<file path="src/rtl/iterative_right_shifter_if.sv">
// Handshake/data bundle for iterative_right_shifter.
//   start  : request, accepted only while the unit is idle
//   a      : operand, sampled with start
//   shamt  : shift amount 0..n-1, sampled with start
//   arith  : 1 = sign fill (SRA), 0 = zero fill (SRL), sampled with start
//   busy   : unit is not idle
//   done   : one-cycle pulse, result valid in that cycle
//   result : shift register contents, final value held until next accept
// master = requester (control/ALU side), slave = the shifter.
interface iterative_right_shifter_if #(
    parameter int n  = 32,
    parameter int SW = 5
) ();
    logic          start;
    logic [n-1:0]  a;
    logic [SW-1:0] shamt;
    logic          arith;
    logic          busy;
    logic          done;
    logic [n-1:0]  result;

    modport master (
        output start, a, shamt, arith,
        input  busy, done, result
    );

    modport slave (
        input  start, a, shamt, arith,
        output busy, done, result
    );
endinterface

</file>
<file path="src/rtl/iterative_right_shifter.sv">
// Multi-cycle right shifter for SRL/SRLI and SRA/SRAI, one bit per clock.
// Ports:
//   clk : system clock, all state changes on the rising edge
//   rst : synchronous active-low reset
//   bus : iterative_right_shifter_if slave modport (start/a/shamt/arith in,
//         busy/done/result out)
// A start accepted at edge k produces done in the cycle after edge k+shamt;
// the unit then spends one cycle in IDLE before it can accept again.
module iterative_right_shifter #(
    parameter int n  = 32,
    parameter int SW = 5
) (
    input  logic                    clk,
    input  logic                    rst,
    iterative_right_shifter_if.slave bus
);

    typedef enum logic [1:0] {
        IDLE  = 2'd0,
        SHIFT = 2'd1,
        DONE  = 2'd2
    } state_t;

    state_t        state_q,  state_d;
    logic [n-1:0]  result_q, result_d;
    logic [SW-1:0] count_q,  count_d;
    logic          fill_q,   fill_d;
    logic          busy_q,   busy_d;
    logic          done_q,   done_d;

    always_comb begin
        state_d  = state_q;
        result_d = result_q;
        count_d  = count_q;
        fill_d   = fill_q;

        unique case (state_q)
            IDLE: begin
                if (bus.start) begin
                    result_d = bus.a;
                    count_d  = bus.shamt;
                    // Fill bit is fixed at accept so later edges need no sign logic.
                    fill_d   = bus.arith & bus.a[n-1];
                    state_d  = (bus.shamt != '0) ? SHIFT : DONE;
                end
            end
            SHIFT: begin
                result_d = {fill_q, result_q[n-1:1]};
                count_d  = count_q - SW'(1);
                if (count_q == SW'(1)) begin
                    state_d = DONE;
                end
            end
            DONE: begin
                state_d = IDLE;
            end
            default: begin
                state_d = IDLE;
            end
        endcase

        // Status flags are registered from the next state so they line up
        // exactly with the state they describe.
        busy_d = (state_d != IDLE);
        done_d = (state_d == DONE);
    end

    always_ff @(posedge clk) begin
        if (!rst) begin
            state_q  <= IDLE;
            result_q <= '0;
            count_q  <= '0;
            fill_q   <= 1'b0;
            busy_q   <= 1'b0;
            done_q   <= 1'b0;
        end else begin
            state_q  <= state_d;
            result_q <= result_d;
            count_q  <= count_d;
            fill_q   <= fill_d;
            busy_q   <= busy_d;
            done_q   <= done_d;
        end
    end

    assign bus.busy   = busy_q;
    assign bus.done   = done_q;
    assign bus.result = result_q;

endmodule

</file>
<file path="src/flat_wrapper.sv">
// flat-port wrapper written by rule: the top's interface ports become plain ports
module iterative_right_shifter_flat 
#(
    parameter int n  = 32,
    parameter int SW = 5
)
  (clk, rst, bus_start, bus_a, bus_shamt, bus_arith, bus_busy, bus_done, bus_result);
  iterative_right_shifter_if #(.n(n), .SW(SW)) bus_i ();
  input  logic clk;
  input  logic rst;
  input wire logic [$bits(bus_i.start)-1:0] bus_start;
  input wire logic [$bits(bus_i.a)-1:0] bus_a;
  input wire logic [$bits(bus_i.shamt)-1:0] bus_shamt;
  input wire logic [$bits(bus_i.arith)-1:0] bus_arith;
  output wire logic [$bits(bus_i.busy)-1:0] bus_busy;
  output wire logic [$bits(bus_i.done)-1:0] bus_done;
  output wire logic [$bits(bus_i.result)-1:0] bus_result;
  assign bus_i.start = bus_start;
  assign bus_i.a = bus_a;
  assign bus_i.shamt = bus_shamt;
  assign bus_i.arith = bus_arith;
  assign bus_busy = bus_i.busy;
  assign bus_done = bus_i.done;
  assign bus_result = bus_i.result;
  iterative_right_shifter #(.n(n), .SW(SW)) u_core (.clk(clk), .rst(rst), .bus(bus_i));
endmodule
</file>
<file path="config.mk">
export PLATFORM = sky130hd
export DESIGN_NAME = iterative_right_shifter_flat
export DESIGN_NICKNAME = d
export VERILOG_FILES = /design/src/rtl/iterative_right_shifter_if.sv /design/src/rtl/iterative_right_shifter.sv /design/src/flat_wrapper.sv
export SDC_FILE = /design/constraint.sdc
export NUM_CORES = 1
export LEC_CHECK = 0
export CAP_MARGIN = 20
export CORE_MARGIN = 5
export CORE_UTILIZATION = 40
export CTS_CLUSTER_DIAMETER = 150
export DETAILED_ROUTE_END_ITERATION = 6
export GPL_ROUTABILITY_DRIVEN = 1
export GPL_TIMING_DRIVEN = 0
export PLACE_DENSITY = 0.75
export SYNTH_ARGS = -nofsm -noshare
export SYNTH_HDL_FRONTEND = slang
export SYNTH_SLANG_ARGS = --single-unit
</file>
<file path="constraint.sdc">
create_clock -name clk -period 1.8 [get_ports clk]
set_input_delay 0.18 -clock clk [delete_from_list [all_inputs] [get_ports clk]]
set_output_delay 0.18 -clock clk [all_outputs]
set_load 0.05 [all_outputs]
</file>
==> flow_summary.toml <==
[synth]
synth_top_area_share_pct = 44.2
synth-async-reset-ratio_pct = 0
syn_nets = 243
synth_ff_type = "dfxtp_1"
synth_cell_types = 28
synth-seq-cells = 42
synth_area_leaders = "dfxtp_1, mux2i_1, a211oi_1"
synth_area_leader_cell = "dfxtp_1"
synthTopCellsByCount = "dfxtp_1, a211oi_1, nor2_1"
seq_area_frac_synth_pct = 44.2
synth_area_per_cell_sq_um = 9.50
syn-cell-area_sq_um = 1900
synth-edff-count = 0
synth_cells = 200
synth_most_common_cell = "dfxtp_1"
yosysWarnings = 0

[cts]
clk_path_buf_depth = 2
cts_resized = 0
worstSkewPairLatency_ns = 0.31
root_buffer = "clkbuf_8"
clk_pin_slew_ns = 0.09
cts_made_buffers = 5
cts.sinks = 42
htree_levels = 2
cts_tree = "built"
hold_buffers = 0
cts_setup_buffers = 0

[setup_path]
rr_endpoint = "u_core.bus.result[21]"
r2r_setup_slack_ns = 0.25
cpPeakStageDelay_ns = 0.84
path_delay_family = "buffers and inverters"
critPathCaptureType = "primary output"
critPathLaunch = "u_core.bus.result[2]"
slowest_stage = "clkdlybuf4s50_1"
required_ns = 1.62
critical_path.max_fanout = 3
crit_cells = 1
reg2reg_depth = 4
path_cells = "clkdlybuf4s50_1"
arrival_ns = 1.55
reg2reg_from = "u_core.state_q[1]"
critPathBufInv = 1
critPathLaunchType = "register"
crit_path_end = "bus_result[2]"
path_class = "reg -> out"

[timing]
hold_viol = 0
maxSlewViolCount = 0
relSlewSlack_pct = 58.0
rsz0062_at_grt = "no"
worst_slack_ns = 0.0712
finalCritPeriodShare_pct = 96.0
min_period_ns = 1.73
fmax_mhz = 578
setup_viol = 0
tightest_slew_ns = 0.628
setup-tns-final_ns = 0
finClkSkew_ns = 0.0112
whs_ns = 0.448

[flow_run]
drv_cap = 0

[grt]
grt_pass1_vias = 1755
grt-ovfl-total = 0
grt_pass1_wl_mm = 8.38
grt_use_total_pct = 16.9
grt_start_max_net_pins = 14
antenna_found_initial = 0

[placement]
post-place-ws_ns = 0.0116
dp_hpwl_mm = 3.81
place_area_sq_um = 2710
gp_congestion = 0.751
dp.cells = 328
portBuffers = 74

[power_and_ir_drop]
irDropWorstVdd_mv = 0.367
p_leak_nw = 1.15
power.density_nw_per_um2 = 987
p_total_mw = 2.78

[run_status]
status = "finished clean"

[drt]
wl_per_cell_um = 15.1
num_vias = 1798
postRouteAntennaNets = 0
dr.first_iter.drc_count = 57
drc = 0
avgViaCountPerCell = 5.35
wl_mm = 5.08
dr.pass1.iters = 4

[cells_and_area]
final_nets = 324
final_area_sq_um = 2820
final_core_util_pct = 60.5
nFillCells = 421
syn2layout_area_growth_pct = 48.3
instances_no_fill = 336
n_antenna_cell = 0
drive_gt1_share_pct = 5.67

[worst_hold_path]
hp-start = "bus_arith"
hold_path.class = "in -> reg"

[die]
die_h_um = 78.9
core_area_sq_um = 4660
initial_utilization_pct = 40.8
die_w_um = 78.9
dieArea_sq_um = 6230
num_rows = 25
boundaryPins = 75
## where the power goes
group          switching [mW]  total [mW]  internal [mW]
logic                   0.556       0.924          0.368
clock network           0.332       0.740          0.408
registers              0.0815        1.12           1.03
## cells in the final DEF, fill, tap and decap left out
master,count
or3b_1,1
nand2b_1,3
dfxtp_1,42
or4_1,1
buf_4,4
inv_2,1
nand3_1,2
mux2i_1,34
a21oi_1,5
a32o_1,1
a32oi_1,1
clkbuf_1,6
nor3b_1,1
a21bo_2,1
nor2_1,36
o21ai_0,3
buf_2,2
o21a_1,1
and2_1,1
inv_1,4
clkbuf_8,5
a21o_1,1
buf_1,3
a211oi_1,36
nor2b_1,4
clkdlybuf4s50_1,74
a221oi_1,1
clkinv_2,2
bufinv_16,1
a311o_1,1
ha_1,2
nor3_1,2
## tightest hold or removal path: stages
cell	delay [ns]
clkdlybuf4s50_1	0.40
nand3_1	0.08
a21oi_1	0.06
## sequential cells by signal (all words and copies together) (netlist names)
name / cells
u_core.count_q: 5
u_core.bus.result: 32
u_core.fill_q: 1
u_core.bus.done: 1
u_core.bus.busy: 1
u_core.state_q: 2
## worst min path at each step
| stage | end | slack, ns | depth (start not counted) |
|---|---|---|---|
| 3_5_place_dp | u_core.fill_q | 0.47 | 2 |
| 6_report | u_core.fill_q | 0.45 | 3 |
| 5_1_grt | u_core.fill_q | 0.47 | 3 |
| 3_3_place_gp | u_core.fill_q | 0.47 | 2 |
| 2_1_floorplan | u_core.bus.busy | 0.30 | 2 |
| 4_1_cts | u_core.fill_q | 0.45 | 3 |
## metal layers
| layer | vias up | share of wire [%] | global-route usage (%) |
|---|---|---|---|
| met5 | - | 0 | 0 |
| met4 | 0 | 1.2 | 4.64 |
| met3 | 7 | 6.1 | 5.22 |
| met2 | 55 | 47 | 27.5 |
| met1 | 847 | 45 | 21.7 |
| li1 | 889 | - | - |
## area by class of cell
| cell class | instances | area (sq um) | area share (%) |
|---|---|---|---|
| multi-input combinational | 138 | 967 | 34.3 |
| sequential | 42 | 841 | 29.8 |
| timing repair buffer | 74 | 741 | 26.3 |
| buffer | 15 | 73.8 | 2.62 |
| clock buffer | 5 | 68.8 | 2.44 |
| tap | 54 | 67.6 | 2.40 |
| clock inverter | 3 | 40.0 | 1.42 |
| inverter | 5 | 18.8 | 0.666 |
## cell families (layout without fill, tap and decap cells)
| family | Yosys count | count (layout) | share of synthesized area [%] |
|---|---|---|---|
| flops | 42 | 42 | 44.2 |
| simple gates | 51 | 51 | 12.0 |
| buf+inv | 20 | 102 | 4.87 |
| fa+ha+maj | 2 | 2 | 1.32 |
| compound gates | 51 | 51 | 19.6 |
| mux | 34 | 34 | 17.9 |
(Power assumes the default switching activity.)
